**src/rtl/ucode_pkg.sv**
```systemverilog
`default_nettype none
// ============================================================================
// ucode_pkg
// ----------------------------------------------------------------------------
// Shared types and constants for the Robertson's multiplier microprogram
// sequencer. It holds the branch type encoding, the microword layout, the
// named micro-addresses and a microword constructor used by the ROM.
// ----------------------------------------------------------------------------
// Revision: 1.0 - initial release
// ============================================================================
package ucode_pkg;

  // Micro-address width (32-entry store).
  localparam int unsigned UPC_W = 5;

  // Branch type carried by every microword.
  typedef enum logic [2:0] {
    CONT      = 3'd0,  // fall through (micro-PC increments)
    JMP       = 3'd1,  // unconditional load of target
    BR_NSTART = 3'd2,  // load target while start is low
    BR_NQ0    = 3'd3,  // load target when multiplier LSB is 0
    BR_CNTNZ  = 3'd4   // load target while iterations remain
  } branch_t;

  // Microword: branch control, target and the six datapath strobes.
  typedef struct packed {
    branch_t            branch;
    logic [UPC_W-1:0]   target;
    logic               ld_mcand;
    logic               ld_mplier;
    logic               clr_acc;
    logic               add;
    logic               sub;
    logic               shift;
  } uword_t;

  // Strobe bit masks, ordered {ld_mcand, ld_mplier, clr_acc, add, sub, shift}.
  localparam logic [5:0] S_NONE      = 6'b000000;
  localparam logic [5:0] S_LD_MCAND  = 6'b100000;
  localparam logic [5:0] S_LD_MPLIER = 6'b010000;
  localparam logic [5:0] S_CLR_ACC   = 6'b001000;
  localparam logic [5:0] S_ADD       = 6'b000100;
  localparam logic [5:0] S_SUB       = 6'b000010;
  localparam logic [5:0] S_SHIFT     = 6'b000001;

  // Named micro-addresses of the multiply microprogram.
  localparam logic [4:0] A_IDLE  = 5'd0;
  localparam logic [4:0] A_INIT  = 5'd1;
  localparam logic [4:0] A_TEST  = 5'd2;
  localparam logic [4:0] A_ADD   = 5'd3;
  localparam logic [4:0] A_SHF   = 5'd4;
  localparam logic [4:0] A_LOOP  = 5'd5;
  localparam logic [4:0] A_LTEST = 5'd6;
  localparam logic [4:0] A_SUB   = 5'd7;
  localparam logic [4:0] A_LSHF  = 5'd8;
  localparam logic [4:0] A_FIN   = 5'd9;

  // Build a microword from a branch type, a target and a strobe mask.
  function automatic uword_t mk_uword(input branch_t    br,
                                      input logic [4:0] tgt,
                                      input logic [5:0] strb);
    uword_t w;
    w.branch    = br;
    w.target    = tgt;
    w.ld_mcand  = strb[5];
    w.ld_mplier = strb[4];
    w.clr_acc   = strb[3];
    w.add       = strb[2];
    w.sub       = strb[1];
    w.shift     = strb[0];
    return w;
  endfunction

endpackage
`default_nettype wire

```
**src/rtl/ucode_rom.sv**
```systemverilog
`default_nettype none
// ============================================================================
// ucode_rom
// ----------------------------------------------------------------------------
// Combinational 32-entry microcode store for the Robertson's multiplier.
// Ports:
//   addr_i   in   5   micro-address (current upc)
//   uword_o  out  uword_t  microword at addr_i
// Unused addresses 10..31 jump back to IDLE with all strobes low, so a
// corrupted micro-PC recovers in one cycle.
// ----------------------------------------------------------------------------
// Revision: 1.0 - initial release
// ============================================================================
module ucode_rom
  import ucode_pkg::*;
(
  input  logic [4:0] addr_i,
  output uword_t     uword_o
);

  always_comb begin
    uword_o = mk_uword(JMP, A_IDLE, S_NONE);
    case (addr_i)
      A_IDLE:  uword_o = mk_uword(BR_NSTART, A_IDLE, S_NONE);
      A_INIT:  uword_o = mk_uword(CONT, A_IDLE,
                                  S_LD_MCAND | S_LD_MPLIER | S_CLR_ACC);
      A_TEST:  uword_o = mk_uword(BR_NQ0, A_SHF, S_NONE);
      A_ADD:   uword_o = mk_uword(CONT, A_IDLE, S_ADD);
      A_SHF:   uword_o = mk_uword(CONT, A_IDLE, S_SHIFT);
      A_LOOP:  uword_o = mk_uword(BR_CNTNZ, A_TEST, S_NONE);
      // Final step: the sign bit of the multiplier has negative weight,
      // hence a subtract instead of an add.
      A_LTEST: uword_o = mk_uword(BR_NQ0, A_LSHF, S_NONE);
      A_SUB:   uword_o = mk_uword(CONT, A_IDLE, S_SUB);
      A_LSHF:  uword_o = mk_uword(CONT, A_IDLE, S_SHIFT);
      A_FIN:   uword_o = mk_uword(JMP, A_IDLE, S_NONE);
      default: ;
    endcase
  end

endmodule
`default_nettype wire

```
**src/rtl/ucode_seq.sv**
```systemverilog
`default_nettype none
// ============================================================================
// ucode_seq
// ----------------------------------------------------------------------------
// Microprogram sequencer for the Robertson's multiplier control unit:
// microcode store, next-address/branch logic, iteration counter and the
// start/done handshake. Sits upstream of an external micro-PC register.
// Ports:
//   clk          in   1  clock, rising edge
//   reset        in   1  asynchronous active-high reset
//   start_i      in   1  multiply request, honoured only at upc==0
//   upc_i        in   5  current micro-address from the micro-PC
//   q0_i         in   1  multiplier LSB (used combinationally)
//   load_incr_o  out  1  1: micro-PC loads upc_next_o, 0: increments
//   upc_next_o   out  5  branch target
//   ld_mcand_o, ld_mplier_o, clr_acc_o   out  datapath load/clear strobes
//   add_o, sub_o, shift_o                out  ALU add/sub, {acc,mplier} ashr
//   busy_o       out  1  upc_i != 0
//   done_o       out  1  registered; product valid and held
// ----------------------------------------------------------------------------
// Revision: 1.0 - initial release
// ============================================================================
module ucode_seq
  import ucode_pkg::*;
#(
  parameter int WIDTH = 8  // operand width, 2..32
) (
  input  logic       clk,
  input  logic       reset,
  input  logic       start_i,
  input  logic [4:0] upc_i,
  input  logic       q0_i,
  output logic       load_incr_o,
  output logic [4:0] upc_next_o,
  output logic       ld_mcand_o,
  output logic       ld_mplier_o,
  output logic       clr_acc_o,
  output logic       add_o,
  output logic       sub_o,
  output logic       shift_o,
  output logic       busy_o,
  output logic       done_o
);

  localparam int CNT_W = (WIDTH > 1) ? $clog2(WIDTH) : 1;
  localparam logic [CNT_W-1:0] CNT_INIT = CNT_W'(WIDTH - 1);

  uword_t           uword;
  logic [CNT_W-1:0] cnt_d, cnt_q;
  logic             done_d, done_q;

  ucode_rom u_rom (
    .addr_i  (upc_i),
    .uword_o (uword)
  );

  // Strobes come straight from the current microword.
  assign ld_mcand_o  = uword.ld_mcand;
  assign ld_mplier_o = uword.ld_mplier;
  assign clr_acc_o   = uword.clr_acc;
  assign add_o       = uword.add;
  assign sub_o       = uword.sub;
  assign shift_o     = uword.shift;

  assign upc_next_o  = uword.target;
  assign busy_o      = (upc_i != A_IDLE);
  assign done_o      = done_q;

  // Branch resolution.
  always_comb begin
    load_incr_o = 1'b1;
    case (uword.branch)
      CONT:      load_incr_o = 1'b0;
      JMP:       load_incr_o = 1'b1;
      BR_NSTART: load_incr_o = ~start_i;
      BR_NQ0:    load_incr_o = ~q0_i;
      BR_CNTNZ:  load_incr_o = (cnt_q != '0);
      default:   load_incr_o = 1'b1;  // unused encodings fall back to IDLE
    endcase
  end

  // Iteration counter: loaded at INIT, decremented at SHF. The zero guard
  // keeps it from wrapping if the micro-PC is ever steered to SHF directly.
  always_comb begin
    cnt_d = cnt_q;
    if (upc_i == A_INIT) begin
      cnt_d = CNT_INIT;
    end else if ((upc_i == A_SHF) && (cnt_q != '0)) begin
      cnt_d = cnt_q - CNT_W'(1);
    end
  end

  // Completion flag: set leaving FIN, cleared when a new multiply is taken.
  // The two conditions are on different addresses so they never collide.
  always_comb begin
    done_d = done_q;
    if (upc_i == A_FIN) begin
      done_d = 1'b1;
    end else if ((upc_i == A_IDLE) && start_i) begin
      done_d = 1'b0;
    end
  end

  always_ff @(posedge clk or posedge reset) begin
    if (reset) begin
      cnt_q  <= '0;
      done_q <= 1'b0;
    end else begin
      cnt_q  <= cnt_d;
      done_q <= done_d;
    end
  end

endmodule
`default_nettype wire

```
**config.mk**
```make
export PLATFORM = sky130hd
export DESIGN_NAME = ucode_seq
export DESIGN_NICKNAME = d
export VERILOG_FILES = /design/src/rtl/ucode_pkg.sv /design/src/rtl/ucode_rom.sv /design/src/rtl/ucode_seq.sv
export SDC_FILE = /design/constraint.sdc
export NUM_CORES = 1
export LEC_CHECK = 0
export CORE_AREA = 2 2 39 41
export CTS_CLUSTER_SIZE = 28
export DETAILED_ROUTE_END_ITERATION = 16
export DIE_AREA = 0 0 41 43
export HOLD_SLACK_MARGIN = 0.12
export PLACE_DENSITY = 0.67
export SYNTH_ARGS = -nofsm -noshare
export SYNTH_HDL_FRONTEND = slang
export SYNTH_SLANG_ARGS = --single-unit
```
**constraint.sdc**
```tcl
create_clock -name clk -period 3.8 [get_ports clk]
set_clock_uncertainty 0.2 [all_clocks]
set_input_delay 0.57 -clock clk [delete_from_list [all_inputs] [get_ports clk]]
set_output_delay 0.57 -clock clk [all_outputs]
set_load 0.02 [all_outputs]
```
# Word-level counts from Yosys, hierarchy flattened
# Index checks and enable logic that the tools add are counted.
[classes]
addsub = 1
n_eq_ne = 12
n_mux = 6
bitwise = 2
n_reduce_logical = 9
[ops]
columns = ["op", "count"]
rows = [
  ["$pmux W14 S8", 1],
  ["$eq A5 B3 Y1 const B", 4],
  ["$eq A5 B2 Y1 const B", 2],
  ["$eq A5 B4 Y1 const B", 2],
  ["$eq A3 B2 Y1 const B", 2],
  ["$mux W3", 2],
  ["$eq A5 B1 Y1 const B", 1],
  ["$logic_not A5 Y1", 1],
  ["$reduce_bool A5 Y1", 1],
  ["$pmux W1 S4", 1],
  ["$reduce_bool A2 Y1", 2],
  ["$eq A3 B3 Y1 const B", 1],
  ["$logic_not A3 Y1", 1],
  ["$reduce_bool A3 Y1", 1],
  ["$sub A3 B1 Y3 const B", 1],
  ["$logic_and A1 B1 Y1", 2],
  ["$mux W1", 2],
  ["$not A1 Y1", 2],
  ["$reduce_or A2 Y1", 1],
]
[word_totals]
reg_bits = 4
input_bits = 9
out_inout_bits = 14
elab_cells = 32

# Longest topological paths before layout
[depth]
word_depth = 5
depth_mapped = 6
depth_no_buf = 6

# Cells and area by module
# A second synthesis with hierarchy kept.
[unflattened]
hier_cells = 56
hier_area_um2 = 447.9
[modules_own_cells]
columns = ["mod", "n_inst", "cells_each", "area_each_um2", "seq_area_each_um2"]
rows = [
  ["ucode_seq", 1, 33, 300.3, 100.1],
  ["ucode_rom", 1, 23, 147.6, 0.0],
]

# Least setup slack after synthesis
# Ideal clock, no wire load.
[synth_path]
path_type = "input to output"
startpoint = "in upc_i[0]"
endpoint = "out load_incr_o"
t_arrival_ns = 1.633
t_required_ns = 3.030
setup_slack_ns = 1.397
path_stages = 4
n_path_buf = 1
path_cell_list = "clkbuf_1 or4b_1 o22ai_1 a211o_1"
[synth_between]
elab_chain_cells = 5
elab_cells_between_ends = 16
cone_classes = "eq/ne (11); mux (2); reduce/logical (3)"
[synth_lines]
columns = ["element", "line", "text"]
rows = [
  ["from (decl)", "ucode_seq.sv:31", "input logic [4:0] upc_i,"],
  ["$eq A5 B3 Y1 or $eq A5 B4 Y1 (tied branches)", "ucode_rom.sv:23", "case (addr_i)"],
  ["$reduce_or A2 Y1 (no source line)", "--", ""],
  ["$pmux W14 S8 *", "ucode_rom.sv:23", ""],
  ["$eq A3 B3 Y1, or another cell as far along", "ucode_seq.sv:72", "case (uword.branch)"],
  ["$pmux W1 S4 *", "ucode_seq.sv:72", ""],
  ["to (decl)", "ucode_seq.sv:33", "output logic load_incr_o,"],
]
# Mark *: on every way between the ends. The rest lies on a longest branch, timed or not.

# Worst setup path after layout
# Ends and elaborated chain as after synthesis.

==> results.json <==
{
  "start_util": 0.296,
  "drv_cap": 0,
  "ant_nets": 0,
  "worstSetupEndpointType": "output port",
  "cts_setup_buffers": 0,
  "max_freq_ghz": 0.297,
  "clock_sinks": 4,
  "critPathLaunch": "upc_i[0]",
  "ctsResizeCount": 0,
  "rrSetupSlack_ps": 1960,
  "core_area_um2": 1380,
  "yosys-top-cells-area": "dfrtp_1 24%, buf_4 7.3%, ha_1 6.1%",
  "rsz0062_at_grt": "false",
  "num_antenna_cells": 0,
  "pre_cts_ws_ps": 440,
  "htreeDepth": 1,
  "path_class": "in2out",
  "leakage_nw": 0.248,
  "grt-ovfl-total": 0,
  "cp_max_fo": 10,
  "grt_max_degree": 11,
  "layout_commonest_cell": "clkdlybuf4s50_1",
  "grt_pass1_wl_um": 1480,
  "via_count": 387,
  "grt_pass1_vias": 371,
  "status": "complete, no violations",
  "io_pins": 23,
  "crit_path_frequent_cell": "clkdlybuf4s50_1",
  "cts_hold_buf": 0,
  "crit_chain": "clkdlybuf4s50_1, or4b_1, o22ai_1, a211o_1, clkdlybuf4s50_1",
  "crit_arrival_ps": 2600,
  "ys_seq_area_frac": 0.245,
  "clkTransAtPathRegs_ps": 40,
  "via_per_inst": 4.50,
  "yosys_warnings": 0,
  "antenna_found_initial": 0,
  "drc": 0,
  "worstReg2RegStart": "cnt_q[0]",
  "fin_nets": 83,
  "finalSetupViolCount": 0,
  "syn-cell-area_um2": 409,
  "min_from": "done_o",
  "gp_congestion": 0.713,
  "insertion_delay_ps": 230,
  "crit_path_top_delay_cell": "or4b_1",
  "ys_types": 28,
  "cts-buffers-inserted": 3,
  "first_pass_iters": 2,
  "mostFrequentLayoutCells": "20 x clkdlybuf4s50_1, 5 x nor2_1, 5 x inv_1",
  "ir_drop_v": 0.0000901,
  "drive_above_1_share": 0.0571,
  "wl_per_cell_um": 10.4,
  "synth_top_area_share": 0.245,
  "dp_hpwl_um": 723,
  "period_needed_ps": 3370,
  "root_buffer": "clkbuf_4",
  "fin_crit_sh": 0.886,
  "die_h_um": 43,
  "synth_cells": 54,
  "port_buffers": 20,
  "hold_viol_final": 0,
  "yosysTopAreaCell": "dfrtp_1",
  "final_util": 0.435,
  "cts_tree": "done",
  "first_iter_violations": 2,
  "num_rows": 14,
  "ys_ff_latch": 4,
  "pwr_density_cell_nw_per_um2": 327,
  "final_area_um2": 602,
  "area_delta_synth_final_pct": 47.1,
  "fin_ws_ps": 433,
  "hp-class": "reg2reg",
  "slowest_delay_ps": 600,
  "dieArea_um2": 1760,
  "avgSynthCellArea_um2": 7.58,
  "cts_buffer_depth": 2,
  "fin_setup_tns_ps": 0,
  "placed_area_um2": 579,
  "die_width_um": 41,
  "final_max_slew_viol_count": 0,
  "wirelength_um": 892,
  "grt_usage": 0.118,
  "cp_data_required_time_ps": 3030,
  "start_kind": "input pin"
}
## routing by layer
| layer | up-vias | routed length [um] | track usage |
|---|---|---|---|
| met2 | 12 | 444 | 0.197 |
| li1 | 213 | - | - |
| met4 | 0 | 0 | 0.0600 |
| met1 | 162 | 386 | 0.140 |
| met3 | 0 | 61 | 0.0105 |
| met5 | - | 0 | 0 |
## cells in the mapped netlist, drive strengths merged
cell type / n
a211o: 1
and3: 1
buf: 6
clkbuf: 2
conb: 1
dfrtp: 4
ha: 2
inv: 5
mux2: 1
nand2: 3
nand2b: 2
nand3: 2
nand3b: 1
nor2: 5
nor3: 2
nor4: 2
nor4b: 1
o211ai: 2
o21a: 1
o21ai: 3
o22ai: 1
or2: 1
or3: 2
or3b: 1
or4b: 1
xnor2: 1
## power by group
group	switching (mW)	total, mW	internal (mW)
sequential	0.00806	0.0658	0.0577
combinational	0.0395	0.0778	0.0383
clock	0.0181	0.0534	0.0354
total	0.0656	0.197	0.131
## cell families after synthesis
| family | count (synthesis) | synth area share |
|---|---|---|
| xor+xnor | 1 | 0.0214 |
| mux | 1 | 0.0275 |
| compound gates | 8 | 0.128 |
| simple gates | 24 | 0.330 |
| other cells | 1 | 0.00917 |
| fa+ha+maj | 2 | 0.0612 |
| flops | 4 | 0.245 |
| buf+inv | 13 | 0.177 |
## worst max-delay path: cells and delay by family
kind,cells,cell delay [ps]
compound gates,2,280
simple gates,1,600
buf+inv,2,1140
## final timing paths
kind | endpoint | cells past startpoint
worst max-delay path | load_incr_o | 5
worst min-delay path | done_o | 1
worst max register to register | cnt_q[2] | 6
worst min register to register | done_o | 1
max in group asynchronous | cnt_q[2] | 2
min in group asynchronous | cnt_q[0] | 2
## stage by stage
stage,power [mW],std cells,hold WS (ps)
finish,0.197,86,287
global route,0.218,86,310
CTS,0.204,86,298
detailed placement,0.146,83,299
global placement,0.141,83,281
floorplan,0.117,55,136
## registers in the layout, indices dropped and copies added (netlist names)
register and flops:
done_o 1, cnt_q 3
## cell type report
class | count | area [um2]
sequential | 4 | 100
fill | 151 | 782
inverter | 5 | 18.8
tap | 16 | 20.0
multi-input combinational | 38 | 240
clock buffer | 3 | 22.5
timing repair buffer | 20 | 200
Note: power is estimated with default switching activity, not from simulation.
==> variant 1, RTL diff (same settings) <==
`WIDTH`: 8 -> 4.
--- a/src/rtl/ucode_seq.sv
+++ b/src/rtl/ucode_seq.sv
@@ -23,7 +23,7 @@
 module ucode_seq
   import ucode_pkg::*;
 #(
-  parameter int WIDTH = 8  // operand width, 2..32
+  parameter int WIDTH = 4  // operand width, 2..32
 ) (
   input  logic       clk,
   input  logic       reset,
Behaviour: not the same (a bounded check fails within 10 cycles, from zero or initial values and one cycle with reset high).
==> variant 1 against the unedited design <==
Non-clock buffer count unchanged; global-route usage decreased by 1.8 points; synthesized area decreased by 15%; utilization decreased by 3.6 points; routed wire length decreased by 12%; final area decreased by 8.3%; worst setup slack got worse by 0.13 ns; critical endpoint is now clr_acc_o; power decreased by 19%; sequential cell count decreased by 1.
==> variant 1: results (changes against the unedited design) <==
.. list-table::
   :header-rows: 1

   * - Metric
     - Value
   * - Outcome
     - finished clean
   * - First-pass DRT Iterations
     - 4 (+2)
   * - Post-Syn Instances
     - 49 (-9.3%)
   * - Static leakage
     - 0.0002266 uW (-8.5%)
   * - Maximum ir drop on the vdd rail
     - 0.0002442 V (+170%)
   * - GRT Util Overall
     - 9.970% (-1.8 points)
   * - Via count of the first global-routing pass
     - 312 (-16%)
   * - Wire length of the first global-routing pass
     - 1221 um (-17%)
   * - Post-cts sizing count
     - 0 (unchanged)
   * - DRT Wirelength
     - 785 um (-12%)
   * - Post-CTS repair timing setup buffer count
     - 0 (unchanged)
   * - Leading cell types by count after synthesis
     - sky130_fd_sc_hd__inv_1 (5), sky130_fd_sc_hd__buf_4 (4), sky130_fd_sc_hd__nor2_1 (4)
   * - HPWL after DPL
     - 605.3 um (-16%)
   * - Path category of the worst min-delay check
     - input pin to asynchronous set/reset pin
   * - Met2 track utilization from global routing
     - 11.56% (-8.1 points)
   * - Max FFs per register
     - 2 (-1)
   * - GR Layer Usage met3
     - 3.141% (+2.1 points)
   * - Fraction of the yosys area taken by sequential cells
     - 21.58% (-2.9 points)
   * - Fraction of layout instances using a drive strength above 1
     - 6.061% (+0.35 points)
   * - Nets
     - 77 (-7.2%)
   * - Arrival time worst endpoint
     - 2.72 ns (+0.12 ns)
   * - WL per Instance
     - 9.573 um (-7.7%)
   * - Distinct cell type count after synthesis
     - 25 (-11%)
   * - Maximum net fanout on the critical path
     - 8 (-2)
   * - Clk buf depth
     - 2 (unchanged)
   * - Met1 GRT Util
     - 16.23% (+2.2 points)
   * - Gp weighted congestion
     - 0.6918 (-3.0%)
   * - Busiest layer in global routing
     - met1
   * - Count of vias placed by the detailed router
     - 375 (-3.1%)
   * - Filler Cell Count
     - 148 (-2.0%)
   * - Met1 Routed Length
     - 427 um (+11%)
   * - Placed Instances
     - 78 (-6.0%)
   * - Largest cells by area after synthesis
     - sky130_fd_sc_hd__dfrtp_1 (22%), sky130_fd_sc_hd__buf_4 (8.6%), sky130_fd_sc_hd__inv_1 (5.4%)
   * - Clock Root Buffer
     - sky130_fd_sc_hd__clkbuf_4
   * - Total length of routed met3 wires
     - 57 um (-6.6%)
   * - Wire length on met2
     - 301 um (-32%)
   * - Cell at the slowest stage of the critical path
     - sky130_fd_sc_hd__clkdlybuf4s50_1
   * - Initial DRC Count
     - 8 (+6)
variant 1: cell types whose count changed in the layout (fill, tap and decap cells not counted), sizes merged, moves of 2 or more:
cell	before	now
nand2	3	0
o211ai	2	0
o31ai	0	2
or4	0	2
variant 1: layout make-up:
cell class,instances,area share (%)
Sequential cell,3,13.61
Multi-Input combinational cell,34,38.32
Tap cell,16,3.628
Timing Repair Buffer,20,36.28
Clock buffer,4,4.762
Inverter,5,3.401
variant 1: report_power, final:
part | internal (uW) | total [uW] | switching (uW)
clock network | 39.3 | 54.9 | 15.6
registers | 40.9 | 46.0 | 5.11
logic | 28.2 | 58.6 | 30.4
total | 108 | 160 | 51.1
variant 1: worst paths after layout:
check	startpoint	endpoint	slack, ns	depth (start not counted)
worst max-delay path	upc_i[0]	clr_acc_o	0.31	5
worst min register to register	cnt_q[1]	cnt_q[1]	0.33	2
worst min-delay path	reset	cnt_q[1]	0.30	2
max in group asynchronous	reset	done_o	2.97	2
worst max register to register	cnt_q[0]	cnt_q[1]	2.22	4
min in group clk	cnt_q[1]	cnt_q[1]	0.33	2
variant 1: critical path: cells and delay by family:
family | cells | cell delay [ns]
buf+inv | 3 | 1.30
simple gates | 2 | 0.85
variant 1: logic make-up (layout without fill, tap and decap cells):
logic type      after synthesis  after routing  synth area share (%)
other cells                   1              2                 1.078
simple gates                 23             23                 39.93
fa+ha+maj                     1              1                 3.597
buf+inv                      13             29                 18.70
compound gates                8              8                 15.10
flops                         3              3                 21.58
variant 1: through the flow:
step                area [um^2]  setup WS, ns
floorplan                 351.6         1.274
global placement          525.5        0.3270
detailed placement        525.5        0.3102
CTS                       551.8        0.2996
global route              551.8        0.2093
finish                    551.8        0.3065
==> variant 2, RTL diff (same flow settings) <==
Without the edit above. Reset style: synchronous (`reset`), changed in one clocked block. Comments in the files are not updated.
--- a/src/rtl/ucode_seq.sv
+++ b/src/rtl/ucode_seq.sv
@@ -101,7 +101,7 @@
     end
   end
 
-  always_ff @(posedge clk or posedge reset) begin
+  always_ff @(posedge clk) begin
     if (reset) begin
       cnt_q  <= '0;
       done_q <= 1'b0;
Function: differs if reset is asserted again (counterexample within 4 cycles, from zero or initial values and one cycle with reset high); with reset held inactive, the same outputs for 10 cycles.
==> variant 2 against the unedited design <==
Count of clock-buffer cells in the layout unchanged; via count up 13%; worst hold slack better by 0.0011 ns; worst setup slack better by 0.16 ns; routed wire length up 5.5%; power down 28%; synthesized area up 5.2%; sequential cell count unchanged; final area up 2.5%; sequential share of layout area down 3.7 points; combinational power down 42%; largest cell class unchanged.
==> variant 2: results (changes against the unedited design) <==
.. list-table::
   :header-rows: 1

   * - Metric
     - Value
   * - CP delay by family, top
     - buffers and inverters
   * - Fraction of the yosys area taken by sequential cells
     - 18.60% (-5.9 points)
   * - Slowest Stage Delay on Critical Path
     - 0.69 ns (+0.09 ns)
   * - Arrival time worst endpoint
     - 2.44 ns (-0.16 ns)
   * - Gp weighted congestion
     - 0.7418 (+4.0%)
   * - GRT Util Overall
     - 13.25% (+1.4 points)
   * - Clk buf depth
     - 2 (unchanged)
   * - Fraction of layout instances using a drive strength above 1
     - 9.722% (+4.0 points)
   * - Number of antenna violations at the first check in global routing
     - 0 (unchanged)
   * - Count of synthesis-stage warnings from yosys
     - 0 (unchanged)
   * - ANT cells
     - 0 (unchanged)
   * - Maximum ir drop on the vdd rail
     - 0.0001454 V (+61%)
   * - Cell at the slowest stage of the critical path
     - sky130_fd_sc_hd__clkdlybuf4s50_1
   * - Async S/R FF share, synth
     - 0% (-100 points)
   * - Via count of the first global-routing pass
     - 406 (+9.4%)
   * - Outcome
     - finished clean
   * - Number of H-tree levels
     - 1 (unchanged)
   * - Count of vias placed by the detailed router
     - 436 (+13%)
   * - Maximum net fanout on the critical path
     - 11 (+1)
   * - Filler Cell Count
     - 151 (unchanged)
   * - Nets
     - 85 (+2.4%)
   * - Largest net degree at the start of global routing
     - 12 (+1)
   * - Max FFs per register
     - 3 (unchanged)
   * - HPWL after DPL
     - 749 um (+3.6%)
   * - Static leakage
     - 0.0002156 uW (-13%)
   * - Register name with the most flops
     - cnt_q
   * - First-pass DRT Iterations
     - 4 (+2)
   * - Startpoint types
     - input pin
   * - Leading cell types by count after synthesis
     - sky130_fd_sc_hd__nor2_1 (8), sky130_fd_sc_hd__buf_4 (5), sky130_fd_sc_hd__inv_1 (5)
   * - Insertion delay to the later sink of the worst-skew pair
     - 0.24 ns
   * - Post-cts sizing count
     - 0 (unchanged)
   * - DRT Wirelength
     - 941 um (+5.5%)
   * - Wire length of the first global-routing pass
     - 1566 um (+6.1%)
   * - Initial DRC Count
     - 11 (+9)
   * - Distinct cell type count after synthesis
     - 29 (+3.6%)
   * - Clock buffers created by TritonCTS
     - 3 (unchanged)
   * - Post-CTS repair timing setup buffer count
     - 0 (unchanged)
   * - Largest cells by area after synthesis
     - sky130_fd_sc_hd__dfxtp_1 (19%), sky130_fd_sc_hd__buf_4 (8.7%), sky130_fd_sc_hd__nor2_1 (7.0%)
   * - Dpl cell area
     - 594.3 um^2 (+2.6%)
   * - Clock input transition at the sequential cells of the worst setup and hold paths
     - ~0.030 ns
   * - Synth Flop Type
     - sky130_fd_sc_hd__dfxtp_1
   * - Clock Root Buffer
     - sky130_fd_sc_hd__clkbuf_4
   * - Path category of the worst min-delay check
     - flop to flop
   * - IO buf count
     - 20 (unchanged)
   * - Setup WS pre-CTS
     - 0.5949 ns (+0.1552 ns)
==> variant 2: final cells by class <==
type                       count  area (um^2)  area share (%)
sequential                     4        80.08           12.98
tap                           16        20.02           3.245
multi-input combinational     40        275.3           44.62
clock buffer                   3        22.52           3.651
inverter                       5        18.77           3.043
timing repair buffer          20        200.2           32.45
==> variant 2: logic make-up after synthesis <==
logic type / synth area share, %
AOI/OAI and AO/OA: 18.90
and+or+nand+nor: 35.47
buffers and inverters: 18.31
adders and majority gates: 5.813
xor gates and xnor gates: 2.035
other: 0.8713
DFF: 18.61
==> variant 2: per-layer routing <==
| metal | up-vias | track usage [%] | wire length [um] |
|---|---|---|---|
| met3 | 0 | 3.141 | 70 |
| met4 | 0 | 10.00 | 0 |
| met5 | - | 0 | 0 |
| li1 | 224 | - | - |
| met2 | 19 | 20.00 | 437 |
| met1 | 193 | 15.11 | 432 |
==> variant 2: path summary, 6_finish.rpt <==
path	end	cells past startpoint	from	slack [ns]
worst min register to register	cnt_q[1]	2	cnt_q[1]	0.29
worst max register to register	cnt_q[1]	6	cnt_q[0]	1.99
worst min-delay path	cnt_q[1]	2	cnt_q[1]	0.29
worst max-delay path	load_incr_o	5	upc_i[0]	0.59
==> variant 2: power breakdown <==
group	leakage, uW	total, uW	switching, uW	internal [uW]
registers	0.0000325	44.4	0.773	43.6
clock network	0.0000138	52.6	17.3	35.3
logic	0.000169	45.2	24.3	20.8
==> variant 2: worst reg2reg max path: cells and delay by family, from the launching register on <==
kind                     cells  cell delay (ns)
AO/OA/AOI/OAI                2             0.47
adder cells (fa/ha/maj)      2             0.43
buffers and inverters        1             0.06
flip-flops                   1             0.37
AND/OR/NAND/NOR              1             0.17
==> variant 2: through the flow <==
step / power [uW] / cells
after global placement: 89.87 / 85
after CTS: 146.8 / 88
after global routing: 153.8 / 88
after floorplan: 75.13 / 56
final: 142.1 / 88
after detailed placement: 90.27 / 85
